## config.mk

```make
export PLATFORM = sky130hd
export DESIGN_NAME = cpu_run_controller_flat
export DESIGN_NICKNAME = d
export VERILOG_FILES = /design/src/rtl/cpu_run_controller_pkg.sv /design/src/rtl/cpu_run_controller_if.sv /design/src/rtl/cpu_run_controller_halt_detector.sv /design/src/rtl/cpu_run_controller.sv /design/src/flat_wrapper.sv
export SDC_FILE = /design/constraint.sdc
export NUM_CORES = 1
export LEC_CHECK = 0
export CORE_ASPECT_RATIO = 0.6
export CORE_MARGIN = 3
export CORE_UTILIZATION = 35
export DETAILED_ROUTE_END_ITERATION = 16
export DONT_BUFFER_PORTS = 1
export PLACE_DENSITY = 0.5
export SETUP_SLACK_MARGIN = 0.15
export SLEW_MARGIN = 20
export SYNTH_ARGS = -nofsm -noshare
export SYNTH_HDL_FRONTEND = slang
export SYNTH_SLANG_ARGS = --single-unit
```

## constraint.sdc

```tcl
create_clock -name clk -period 1.8 [get_ports clk]
set_input_delay 0.27 -clock clk [delete_from_list [all_inputs] [get_ports clk]]
set_output_delay 0.27 -clock clk [all_outputs]
set_load 0.01 [all_outputs]
```

## src/rtl/cpu_run_controller_pkg.sv

```systemverilog
// Shared constants for the CPU run controller.
// State codes, halt-cause codes and channel slicing helper.
package cpu_run_pkg;

  localparam logic [2:0] S_IDLE  = 3'd0;
  localparam logic [2:0] S_RESET = 3'd1;
  localparam logic [2:0] S_RUN   = 3'd2;
  localparam logic [2:0] S_CHECK = 3'd3;
  localparam logic [2:0] S_DONE  = 3'd4;

  localparam logic [1:0] HALT_NONE    = 2'b00;
  localparam logic [1:0] HALT_STALL   = 2'b01;
  localparam logic [1:0] HALT_EXT     = 2'b10;
  localparam logic [1:0] HALT_TIMEOUT = 2'b11;

  function automatic int ch_lo(
    input int k,
    input int w
  );
    return k * w;
  endfunction

endpackage

```

## src/rtl/cpu_run_controller_if.sv

```systemverilog
// Bundle between the run controller and its host/CPU side.
// master drives stimulus, slave is the controller.
interface cpu_run_controller_if #(
  parameter int DATA_W     = 32,
  parameter int N_CH       = 4,
  parameter int PC_W       = 32,
  parameter int MAX_CYCLES = 1500
);

  localparam int CNT_W = $clog2(MAX_CYCLES + 1);

  logic                   start;
  logic                   halt_in;
  logic [PC_W-1:0]        pc;
  logic [N_CH*DATA_W-1:0] result_data;
  logic [N_CH*DATA_W-1:0] expect_data;
  logic [N_CH-1:0]        expect_mask;

  logic                   cpu_reset;
  logic                   busy;
  logic                   done;
  logic                   pass;
  logic [N_CH-1:0]        fail_mask;
  logic [1:0]             halt_cause;
  logic [CNT_W-1:0]       cycle_count;

  modport master (
    output start,
    output halt_in,
    output pc,
    output result_data,
    output expect_data,
    output expect_mask,
    input  cpu_reset,
    input  busy,
    input  done,
    input  pass,
    input  fail_mask,
    input  halt_cause,
    input  cycle_count
  );

  modport slave (
    input  start,
    input  halt_in,
    input  pc,
    input  result_data,
    input  expect_data,
    input  expect_mask,
    output cpu_reset,
    output busy,
    output done,
    output pass,
    output fail_mask,
    output halt_cause,
    output cycle_count
  );

endinterface

```

## src/rtl/cpu_run_controller_halt_detector.sv

```systemverilog
// PC stagnation detector: flags the cycle on which the PC has
// held one value for STALL_LIMIT consecutive enabled cycles.
module halt_detector #(
  parameter int PC_W        = 32,
  parameter int STALL_LIMIT = 16
) (
  input  logic            clk,
  input  logic            reset,
  input  logic            clear,
  input  logic            enable,
  input  logic [PC_W-1:0] pc,
  output logic            stalled
);

  localparam int SW = $clog2(STALL_LIMIT);
  localparam logic [SW-1:0] CNT_TOP = SW'(STALL_LIMIT - 1);
  localparam logic [SW-1:0] CNT_HIT = SW'(STALL_LIMIT - 2);

  logic [PC_W-1:0] prev_pc;
  logic            prev_vld;
  logic [SW-1:0]   cnt;
  logic            same;

  // The first enabled cycle only captures a reference PC.
  assign same    = prev_vld && (pc == prev_pc);
  assign stalled = enable && same && (cnt == CNT_HIT);

  always_ff @(posedge clk or negedge reset) begin
    if (!reset) begin
      prev_pc  <= '0;
      prev_vld <= 1'b0;
      cnt      <= '0;
    end else if (clear) begin
      prev_pc  <= '0;
      prev_vld <= 1'b0;
      cnt      <= '0;
    end else if (enable) begin
      prev_pc  <= pc;
      prev_vld <= 1'b1;
      if (!same)
        cnt <= '0;
      else if (cnt != CNT_TOP)
        cnt <= cnt + 1'b1;
    end
  end

endmodule

```

## src/rtl/cpu_run_controller.sv

```systemverilog
// Run harness: sequences CPU reset, times the run, detects
// completion and checks watched registers against expectations.
module cpu_run_controller
  import cpu_run_pkg::*;
#(
  parameter int DATA_W      = 32,
  parameter int N_CH        = 4,
  parameter int PC_W        = 32,
  parameter int RST_CYCLES  = 2,
  parameter int MAX_CYCLES  = 1500,
  parameter int STALL_LIMIT = 16,
  parameter int CNT_W       = $clog2(MAX_CYCLES + 1)
) (
  input logic                 clk,
  input logic                 reset,
  cpu_run_controller_if.slave bus
);

  localparam int RW = $clog2(RST_CYCLES + 1);
  localparam logic [RW-1:0]    RST_LAST = RW'(RST_CYCLES - 1);
  localparam logic [CNT_W-1:0] CNT_MAX  = CNT_W'(MAX_CYCLES);
  localparam logic [CNT_W-1:0] CNT_LAST = CNT_W'(MAX_CYCLES - 1);

  logic [2:0]       state;
  logic [RW-1:0]    rst_cnt;
  logic             cpu_reset_q;
  logic             busy_q;
  logic             done_q;
  logic             pass_q;
  logic [N_CH-1:0]  fail_q;
  logic [1:0]       cause_q;
  logic [CNT_W-1:0] count_q;

  logic             run;
  logic             accept;
  logic             stalled;
  logic             timeout_hit;
  logic             halt_any;
  logic [1:0]       cause_c;
  logic [N_CH-1:0]  fail_c;

  assign run         = (state == S_RUN);
  assign accept      = bus.start &&
                       ((state == S_IDLE) || (state == S_DONE));
  assign timeout_hit = (count_q == CNT_LAST);
  assign halt_any    = run && (cause_c != HALT_NONE);

  always_comb begin
    cause_c = HALT_NONE;
    priority case (1'b1)
      bus.halt_in: cause_c = HALT_EXT;
      stalled:     cause_c = HALT_STALL;
      timeout_hit: cause_c = HALT_TIMEOUT;
      default:     cause_c = HALT_NONE;
    endcase
  end

  for (genvar k = 0; k < N_CH; k++) begin : g_cmp
    localparam int LO = ch_lo(k, DATA_W);
    assign fail_c[k] = bus.expect_mask[k] &&
      (bus.result_data[LO +: DATA_W] !=
       bus.expect_data[LO +: DATA_W]);
  end

  halt_detector #(
    .PC_W       (PC_W),
    .STALL_LIMIT(STALL_LIMIT)
  ) u_halt (
    .clk    (clk),
    .reset  (reset),
    .clear  (accept),
    .enable (run),
    .pc     (bus.pc),
    .stalled(stalled)
  );

  always_ff @(posedge clk or negedge reset) begin
    if (!reset) begin
      state       <= S_IDLE;
      rst_cnt     <= '0;
      cpu_reset_q <= 1'b1;
      busy_q      <= 1'b0;
      done_q      <= 1'b0;
      pass_q      <= 1'b0;
      fail_q      <= '0;
      cause_q     <= HALT_NONE;
      count_q     <= '0;
    end else if (accept) begin
      state       <= S_RESET;
      rst_cnt     <= '0;
      cpu_reset_q <= 1'b1;
      busy_q      <= 1'b1;
      done_q      <= 1'b0;
      pass_q      <= 1'b0;
      fail_q      <= '0;
      cause_q     <= HALT_NONE;
      count_q     <= '0;
    end else begin
      unique case (state)
        S_IDLE: begin
          cpu_reset_q <= 1'b1;
        end
        S_RESET: begin
          if (rst_cnt == RST_LAST) begin
            state       <= S_RUN;
            cpu_reset_q <= 1'b0;
          end else begin
            rst_cnt <= rst_cnt + 1'b1;
          end
        end
        S_RUN: begin
          if (count_q != CNT_MAX)
            count_q <= count_q + 1'b1;
          if (halt_any) begin
            state   <= S_CHECK;
            cause_q <= cause_c;
          end
        end
        S_CHECK: begin
          fail_q <= fail_c;
          pass_q <= (cause_q != HALT_TIMEOUT) &&
                    (fail_c == '0);
          busy_q <= 1'b0;
          done_q <= 1'b1;
          state  <= S_DONE;
        end
        S_DONE: begin
          done_q <= 1'b1;
        end
        default: begin
          state       <= S_IDLE;
          cpu_reset_q <= 1'b1;
          busy_q      <= 1'b0;
          done_q      <= 1'b0;
        end
      endcase
    end
  end

  assign bus.cpu_reset   = cpu_reset_q;
  assign bus.busy        = busy_q;
  assign bus.done        = done_q;
  assign bus.pass        = pass_q;
  assign bus.fail_mask   = fail_q;
  assign bus.halt_cause  = cause_q;
  assign bus.cycle_count = count_q;

endmodule
```

## src/flat_wrapper.sv

```systemverilog
// flat-port wrapper written by rule: the top's interface ports become plain ports
module cpu_run_controller_flat import cpu_run_pkg::*;
#(
  parameter int DATA_W      = 32,
  parameter int N_CH        = 4,
  parameter int PC_W        = 32,
  parameter int RST_CYCLES  = 2,
  parameter int MAX_CYCLES  = 1500,
  parameter int STALL_LIMIT = 16,
  parameter int CNT_W       = $clog2(MAX_CYCLES + 1)
)
  (clk, reset, bus_start, bus_halt_in, bus_pc, bus_result_data, bus_expect_data, bus_expect_mask, bus_cpu_reset, bus_busy, bus_done, bus_pass, bus_fail_mask, bus_halt_cause, bus_cycle_count);
  cpu_run_controller_if #(.DATA_W(DATA_W), .N_CH(N_CH), .PC_W(PC_W), .MAX_CYCLES(MAX_CYCLES)) bus_i ();
  input logic clk;
  input logic reset;
  input wire logic [$bits(bus_i.start)-1:0] bus_start;
  input wire logic [$bits(bus_i.halt_in)-1:0] bus_halt_in;
  input wire logic [$bits(bus_i.pc)-1:0] bus_pc;
  input wire logic [$bits(bus_i.result_data)-1:0] bus_result_data;
  input wire logic [$bits(bus_i.expect_data)-1:0] bus_expect_data;
  input wire logic [$bits(bus_i.expect_mask)-1:0] bus_expect_mask;
  output wire logic [$bits(bus_i.cpu_reset)-1:0] bus_cpu_reset;
  output wire logic [$bits(bus_i.busy)-1:0] bus_busy;
  output wire logic [$bits(bus_i.done)-1:0] bus_done;
  output wire logic [$bits(bus_i.pass)-1:0] bus_pass;
  output wire logic [$bits(bus_i.fail_mask)-1:0] bus_fail_mask;
  output wire logic [$bits(bus_i.halt_cause)-1:0] bus_halt_cause;
  output wire logic [$bits(bus_i.cycle_count)-1:0] bus_cycle_count;
  assign bus_i.start = bus_start;
  assign bus_i.halt_in = bus_halt_in;
  assign bus_i.pc = bus_pc;
  assign bus_i.result_data = bus_result_data;
  assign bus_i.expect_data = bus_expect_data;
  assign bus_i.expect_mask = bus_expect_mask;
  assign bus_cpu_reset = bus_i.cpu_reset;
  assign bus_busy = bus_i.busy;
  assign bus_done = bus_i.done;
  assign bus_pass = bus_i.pass;
  assign bus_fail_mask = bus_i.fail_mask;
  assign bus_halt_cause = bus_i.halt_cause;
  assign bus_cycle_count = bus_i.cycle_count;
  cpu_run_controller #(.DATA_W(DATA_W), .N_CH(N_CH), .PC_W(PC_W), .RST_CYCLES(RST_CYCLES), .MAX_CYCLES(MAX_CYCLES), .STALL_LIMIT(STALL_LIMIT), .CNT_W(CNT_W)) u_core (.clk(clk), .reset(reset), .bus(bus_i));
endmodule
```

# Word-level counts from Yosys, hierarchy flattened
# Index checks and enable logic that the tools add are counted.
word_totals:
  ff_bits: 63
  latch_bits: 0
  ramBits: 0
  rom_bits: 0
  input_bits: 296
  n_memories: 0
classes:
  addsub: 3
  multipliers: 0
  div_mod_pow: 0
  n_lt_le_gt_ge: 0
  n_eq_ne: 23
  n_shift: 0
  muxes: 35
  bitwise_logic: 0
  reduce_logical: 30
op_table:
  columns: ["operator", "n"]
  rows:
  - ["32-bit != test", 4]
  - ["32-bit two-way mux", 2]
  - ["11-bit two-way mux", 3]
  - ["32-bit equality test", 1]
  - ["4-bit two-way mux", 6]
  - ["2-bit two-way mux", 9]
  - ["3-bit one-hot mux with 4 select lines", 1]
  - ["2-bit nonzero test", 6]
  - ["11-bit by 1-bit adder with 11-bit output (second input constant)", 1]
  - ["11-bit equality test (second input constant)", 1]
  - ["11-bit != test (second input constant)", 1]
  - ["1-bit logical AND", 10]
  - ["2-bit by 1-bit != test with 1-bit output (second input constant)", 5]
  - ["2-bit AND reduction", 5]
  - ["1-bit two-way mux", 9]
  - ["3-bit two-way mux", 3]
  - ["3-bit by 2-bit equality test with 1-bit output (second input constant)", 2]
  - ["3-bit by 1-bit != test with 1-bit output (second input constant)", 2]
  - ["3-bit OR reduction", 2]
  - ["4-bit by 1-bit adder with 4-bit output (second input constant)", 1]
  - ["4-bit equality test (second input constant)", 1]
  - ["4-bit logical NOT", 1]
  - ["4-bit != test (second input constant)", 1]
  - ["1-bit one-hot mux with 2 select lines", 2]
  - ["11 further kinds", 12]

# Longest topological paths before layout
# Gate-level depths: netlist of run 1.
depth:
  ltp_word: 11
  depth_mapped: 8

# Cells and area by module
# A second synthesis of run 1 with hierarchy kept.
hier_totals:
  hier_cells: 501
  hier_area_um2: 4732.0
modules_own_cells:
  columns: ["mod", "n_inst", "cells_each", "area_each_um2", "seq_area_each_um2"]
  rows:
  - ["cpu_run_controller", 1, 300, 2642.5, 651.9]
  - ["halt_detector", 1, 201, 2089.5, 925.9]

# Worst setup path before layout of run 1
# Ideal clock, no wire load.
synth_timing:
  path_type: "flip-flop to flip-flop"
  start: "register u_core.count_q[0] (netlist: u_core.bus.cycle_count[0])"
  end: "register u_core.count_q[10] (netlist: u_core.bus.cycle_count[10])"
  setup_ns: 0.132
  arrival_ns: 1.685
  slack_ns: -0.017
  stages_incl_launch_ff: 9
  cell_sequence: "dfrtp_1 > inv_1 > ha_1 > and3_1 > a31oi_4 > and4_4 > nand4_1 > xor2_1 > nor2_1"
synth_via:
  elab_chain_len: 4
  word_cells_on_any_way: 7
  classes_between: "1 x add/sub; 1 x eq/ne; 3 x mux; 2 x reduce/logical"
synth_rtl:
  columns: ["item", "line", "rtl"]
  rows:
  - ["from (decl)", "cpu_run_controller.sv:32", "logic [CNT_W-1:0] count_q;"]
  - ["from (signal assigned)", "cpu_run_controller.sv:113", "count_q <= count_q + 1'b1;"]
  - ["11-bit by 1-bit adder with 11-bit output", "cpu_run_controller.sv:113", null]
  - ["11-bit two-way mux", "cpu_run_controller.sv:112", "if (count_q != CNT_MAX)"]
  - ["11-bit two-way mux", "cpu_run_controller.sv:99", "unique case (state)"]
  - ["11-bit two-way mux", "cpu_run_controller.sv:88", "end else if (accept) begin"]
# Several ways; a longest one is shown, not always the timed one. The select of a mux whose other input is x is not followed.
# A chain may end at the register's enable or synchronous reset.

# Final worst setup path of run 1
layout_timing:
  start: "register u_core.u_halt.prev_pc[5]"
  end: "register u_core.state[0]"
layout_via:
  elab_chain_len: 10
layout_rtl:
  columns: ["item", "line", "rtl"]
  rows:
  - ["from (decl)", "cpu_run_controller_halt_detector.sv:19", "logic [PC_W-1:0] prev_pc;"]
  - ["from (signal assigned)", "cpu_run_controller_halt_detector.sv:38", "prev_pc <= pc;"]
  - ["32-bit equality test", "cpu_run_controller_halt_detector.sv:25", "assign same = prev_vld && (pc == prev_pc);"]
  - ["1-bit logical AND", "cpu_run_controller_halt_detector.sv:25", null]
  - ["1-bit logical AND (2 in a row)", "cpu_run_controller_halt_detector.sv:26", "assign stalled = enable && same && (cnt == CNT_HIT);"]
  - ["2-bit two-way mux (2 in a row)", "cpu_run_controller.sv:50", "priority case (1'b1)"]
  - ["2-bit nonzero test", "cpu_run_controller.sv:46", "assign halt_any = run && (cause_c != HALT_NONE);"]
  - ["1-bit logical AND", "cpu_run_controller.sv:46", null]
  - ["3-bit != test (no source line)", null, null]
  - ["3-bit AND reduction (no source line)", null, null]
  - ["to (signal assigned)", "cpu_run_controller.sv:79", "state <= S_IDLE;"]
  - ["to (signal assigned)", "cpu_run_controller.sv:89", "state <= S_RESET;"]
  - ["to (signal assigned)", "cpu_run_controller.sv:105", "state <= S_RUN;"]
  - ["to (decl)", "cpu_run_controller.sv:24", "logic [2:0] state;"]
# No other way between the ends.

==> metrics.cfg, run 1 <==
[synth]
synth_top_area_share_pct=34.9
ys_top_cells_by_area=dfrtp_1, xor2_1, xnor2_1
syn_avg_cell_area_um2=9.68
synth.distinct_cells=42
yosys.area.top_type=dfrtp_1
ys_seq_area_share_pct=35.5
yosys_warnings=0
ys_ff_latch=63
synth_edf_count=0
ys.flop_type=dfrtp_1
synthCells=459
syn_area_um2=4440
synth_async_sr_flop_share_pct=100
synth_nets=760

[setup_path]
r2r_cells=7
path_class=reg -> reg
r2r-start=u_core.u_halt.prev_pc[5]
cp.required_ns=2.05
cp_common_cell=nand4_1
rr_endpoint=u_core.state[0]
critPathArrivalTime_ns=2.00
critical_path.max_stage_delay_ns=0.39
crit_chain=xnor2_1 -> nand4_1 -> nor4_2 -> buf_4 -> nand4_1 -> nor4b_1 -> o21ai_1
worstSetupEndpoint=u_core.state[0]
setup.worst_path.start=u_core.u_halt.prev_pc[5]
path_max_fanout=3
cp-start-kind=register
crit_path_end_kind=register
crit_slowest_cell=dfrtp_1
reg2reg_slack_ns=0.05

[route]
first_pass_iters=4
drtAntennaViolNets=0
routed_via_density=5.49
wl_mm=14.9
dr.first_iter.drc_count=192
wl_per_cell_um=22.7
drc_errors=0
vias=3600

[cts]
h-tree-depth=3
cts_sinks=63
cts_buffers=9
clock_latency_ns=0.32
clockBufferDepth=2
cts_tree=done
root_buffer=clkbuf_16
clk_pin_slew_ns=0.05

[finish]
n_antenna_cell=0
final_common_cell=xor2_1
n_fill_cell=1179
layout_common_cells=xor2_1, dfrtp_1, nor4_1
drive_above_1_share_pct=12.8
area_growth_pct=17.7
fin_area_um2=5230
fin_util_pct=42.8
nets=789

[power_and_ir_drop]
p_seq_share_pct=38.6
vdd_drop_max_mv=0.543
pwr-share-comb_pct=34.1
power_density_nw_per_um2=1170
switching_share_pct=33.2
clock_power_share_pct=27.3
switching_power_mw=2.04
p_leak_nw=2.21
intPower_mw=4.10

[place]
dp_hpwl_mm=12.4
dp_slack_ns=-0.123
post_dp_cell_area_um2=4820
place_congestion=0.945
port_buffers=0

[timing]
slew-limit-headroom_pct=74.6
holdWs_ns=-0.358
finalHoldViolCount=63
skew_ns=0.00373
worstMarginPinSlew_ns=0.378
fin_ws_ns=0.0527
finalSetupViolations=0
maxSlewViolCount=0
post-route-period-util_pct=97.1
clock.fmax_mhz=572
tns_ns=0
post-route-min-period_ns=1.75
rsz0062_at_grt=true

[grt]
grt_pass1_vias=3564
grt_pass1_wl_mm=21.3
overflow=0
antenna_found_initial=0
grt_usage_pct=20.1
grt_max_degree=64

[run_status]
violations=negative hold slack
outcome=finished, violations left

[floorplan]
die_area_um2=14100
dieWidth_um=151
rows=31
start_util_pct=36.4
fp.coreArea_um2=12200
die_y_um=93.3
io_pins=317

[worst_hold_path]
worstHoldPathType=in -> async

[job]
drv_cap=0

## through the flow
stage	std cells	power [mW]
3_5_place_dp	638	4.35
3_3_place_gp	638	4.31
5_1_grt	656	6.56
6_report	656	6.14
2_1_floorplan	459	3.79
4_1_cts	654	6.11
## cells by family after synthesis
logic type	Yosys count	synth area share, %
flip-flops	63	35.5
buffers and inverters	20	1.77
adder cells (fa/ha/maj)	5	1.41
AND/OR/NAND/NOR	130	16.1
XOR/XNOR	167	32.9
AO/OA/AOI/OAI	74	12.3
## routing by layer
layer | vias to the layer above | routed length [um] | GRT usage (%)
met1 | 1714 | 6410 | 27.0
met2 | 174 | 6910 | 31.3
met3 | 15 | 1440 | 7.41
met4 | 0 | 130 | 3.77
li1 | 1697 | - | -
met5 | - | 0 | 0
## what timing repair did
action,CTS,global route
gates resized for setup,4,14
endpoints found under the hold margin,63,63
gates cloned,0,0
endpoints found under the setup margin,39,52
pin swaps,10,18
buffers inserted,2,2
## worst min path at each step
stage	from	depth (start not counted)	slack [ns]	end
3_3_place_gp	reset	0	-0.02	u_core.u_halt.prev_pc[3]
6_report	reset	0	-0.36	u_core.u_halt.prev_pc[10]
4_1_cts	reset	0	-0.37	u_core.state[0]
3_5_place_dp	reset	0	-0.02	u_core.u_halt.prev_pc[10]
5_1_grt	reset	0	-0.38	u_core.u_halt.prev_pc[10]
2_1_floorplan	reset	0	-0.03	u_core.bus.busy
## cell type report
cell class / instances / area (um^2) / area share [%]
clock buffer: 10 / 239 / 4.57
clock inverter: 4 / 47.5 / 0.909
inverter: 8 / 30.0 / 0.574
multi-input combinational: 376 / 2870 / 54.9
sequential: 63 / 1580 / 30.2
tap: 165 / 206 / 3.95
timing repair buffer: 30 / 256 / 4.90
## sequential cells by signal, indices dropped and copies added, names as in the netlist
name / count
u_core.u_halt.prev_pc: 32
u_core.bus.cycle_count: 11
u_core.bus.fail_mask: 4
u_core.u_halt.cnt: 4
u_core.state: 3
u_core.bus.halt_cause: 2
u_core.rst_cnt: 2
u_core.bus.busy: 1
u_core.bus.cpu_reset: 1
u_core.bus.done: 1
u_core.bus.pass: 1
u_core.u_halt.prev_vld: 1
## Yosys cell counts, types with 2 or more instances
cell type / instances
nand3_1: 10
inv_1: 8
o21ai_0: 16
ha_1: 5
o22a_1: 2
nand4_1: 20
dfrtp_1: 62
xnor2_1: 32
nor3_1: 3
nor4_1: 33
xor2_1: 135
and3_1: 4
nand3b_1: 3
a21o_1: 3
clkbuf_1: 9
nand2_1: 22
a31oi_1: 2
a21oi_1: 11
a22o_1: 30
a311o_1: 2
buf_2: 3
nor2_1: 23
nand2b_1: 2
## power by group through the flow
stage               clock (mW)  combinational, mW  sequential (mW)
floorplan                    0               1.47             2.31
global placement             0               1.93             2.37
detailed placement           0               1.96             2.39
CTS                       1.72               2.02             2.37
global route              1.78               2.34             2.44
finish                    1.68               2.09             2.37
## critical path, delay by kind of cell (launching register included)
| family | cells | cell delay, ns |
|---|---|---|
| flip-flops | 1 | 0.39 |
| AND/OR/NAND/NOR | 4 | 0.83 |
| buffers and inverters | 1 | 0.18 |
| XOR/XNOR | 1 | 0.16 |
| AO/OA/AOI/OAI | 1 | 0.12 |
Power figures use the tool's default switching activity.
==> inputs of run 2 (changes only) <==
PLACE_DENSITY = 0.48   (was 0.5)
clock period = 1.7 ns   (was 1.8 ns; I/O delays follow)
==> run 2 against run 1 <==
Effect of this change: the flow finishes with violations (negative hold slack, negative setup slack); register-to-register slack got worse by 0.099 ns; die area unchanged; clock skew increased by 0.00087 ns; largest power group unchanged.
==> metrics.cfg, run 2 (synthesized netlist as in run 1, its figures left out) <==
[setup_path]
r2r-start=u_core.state[0]
critPathArrivalTime_ns=2.01
path_delay_family=simple AND/OR/NAND/NOR gates
cp-start-kind=register
crit_slowest_cell=or3b_4
crit_path_end_kind=register
cp.buffers_inverters=0
r2r_cells=6
cp.required_ns=1.96
path_class=reg -> reg
path_max_fanout=3
crit_chain=or3b_4 -> a31oi_4 -> and4_4 -> nand4_1 -> xor2_1 -> nor2_1
worst-path-stages=6
setup.worst_path.start=u_core.state[0]
critical_path.max_stage_delay_ns=0.42

[power_and_ir_drop]
pwr-share-comb_pct=35.3
switching_share_pct=33.1
intPower_mw=4.76
p_leak_nw=2.32
power_density_nw_per_um2=1300
p_seq_share_pct=35.7
vdd_drop_max_mv=0.499
p_total_mw=7.11
switching_power_mw=2.35
clock_power_share_pct=29.0

[timing]
finalSetupViolations=10
fin_ws_ns=-0.0463
rsz0062_at_grt=true
holdWs_ns=-0.384
worstMarginPinSlew_ns=0.386
finalHoldViolCount=63
post-route-period-util_pct=103
skew_ns=0.00460
clock.fmax_mhz=573
maxSlewViolCount=0
post-route-min-period_ns=1.75
slew-limit-headroom_pct=74.0

[route]
dr.first_iter.drc_count=241
first_pass_iters=4
vias=3657
drtAntennaViolNets=0
wl_mm=14.3
drc_errors=0
routed_via_density=5.45
wl_per_cell_um=21.2

[finish]
layout_common_cells=xor2_1, dfrtp_1, buf_4
seq_area_um2=1580
nets=802
multi_input_area_um2=2950
largest_reg_flops=32
n_antenna_cell=0
final_common_cell=xor2_1
n_fill_cell=1145
area_growth_pct=23.2
drive_above_1_share_pct=18.0
regMostFlops=u_core.u_halt.prev_pc

[cts]
clockBufferDepth=2
cts_buffers=9
root_buffer=clkbuf_16
clock_latency_ns=0.33
clk_pin_slew_ns=0.06
cts_sinks=63
h-tree-depth=3
cts_tree=done

[run_status]
outcome=finished, violations left
violations=negative hold slack, negative setup slack

[job]
drv_cap=0

[floorplan]
rows=31
dieWidth_um=151
fp.coreArea_um2=12200
start_util_pct=36.4
die_y_um=93.3
io_pins=317
die_area_um2=14100

[grt]
grt_pass1_vias=3652
overflow=0
grt_pass1_wl_mm=20.4
grt_max_degree=64
antenna_found_initial=0
grt_usage_pct=19.1

[place]
place_congestion=0.870
port_buffers=0
dp_hpwl_mm=11.5

[worst_hold_path]
worstHoldPathType=in -> async

==> run 2: changes by cell type in the layout (fill, tap and decap cells not counted), moves of 3 or more <==
| cell | before | now |
|---|---|---|
| nand2_2 | 0 | 3 |
| nand2_1 | 21 | 18 |
| buf_4 | 25 | 33 |
| buf_6 | 3 | 8 |
==> run 2: layer usage <==
metal	track usage [%]	part of all wire (%)	vias up
li1	-	-	1725
met1	25.7	43	1740
met2	28.2	45	171
met3	7.55	9.7	21
met4	6.18	2.0	0
met5	0	0	-
==> run 2: timing repair <==
item,in CTS,in global routing
hold endpoints to repair,63,63
buffers inserted,7,9
gates resized for setup,12,26
pin swaps,16,23
endpoints found under the setup margin,21,52
==> run 2: final cells by class <==
type	instances	area share, %
multi-input combinational	376	54.0
sequential	63	28.8
timing repair buffer	43	6.81
clock buffer	11	4.62
tap	165	3.77
clock inverter	5	1.46
inverter	8	0.549
==> run 2: worst paths after layout <==
kind / to / slack (ns)
max: u_core.bus.cycle_count[10] / -0.05
min: u_core.u_halt.prev_pc[27] / -0.38
max reg2reg: u_core.bus.cycle_count[10] / -0.05
min reg2reg: u_core.u_halt.prev_vld / 0.48
max in group asynchronous: u_core.bus.cpu_reset / 1.89
min in group clk: u_core.bus.halt_cause[1] / 0.05
==> run 2: power by group through the flow <==
stage	sequential, mW	clock, mW	combinational (mW)
6_report	2.54	2.06	2.51
3_5_place_dp	2.53	0	2.12
5_1_grt	2.60	2.17	2.79
4_1_cts	2.52	2.10	2.27
2_1_floorplan	2.45	0	1.60
3_3_place_gp	2.52	0	2.10
==> run 2: worst register-to-register path: cells and delay by family (launching register included) <==
| family | cells | cell delay (ns) |
|---|---|---|
| and+or+nand+nor | 4 | 0.91 |
| DFF | 1 | 0.37 |
| AOI/OAI and AO/OA | 1 | 0.21 |
| xor gates and xnor gates | 1 | 0.18 |
==> run 2: per-stage QoR <==
step / instances / setup TNS (ns) / area (um^2) / utilization (%) / setup WS, ns
floorplan: 459 / -0.155 / 4480 / - / -0.0685
global route: 671 / -1.69 / 5470 / 44.8 / -0.183
finish: 671 / -0.224 / 5470 / 44.8 / -0.0463
CTS: 662 / -0.0714 / 5280 / 43.2 / -0.0331
detailed placement: 639 / -0.223 / 4840 / 39.6 / -0.0679
global placement: 639 / -0.0777 / 4840 / 39.6 / -0.0223
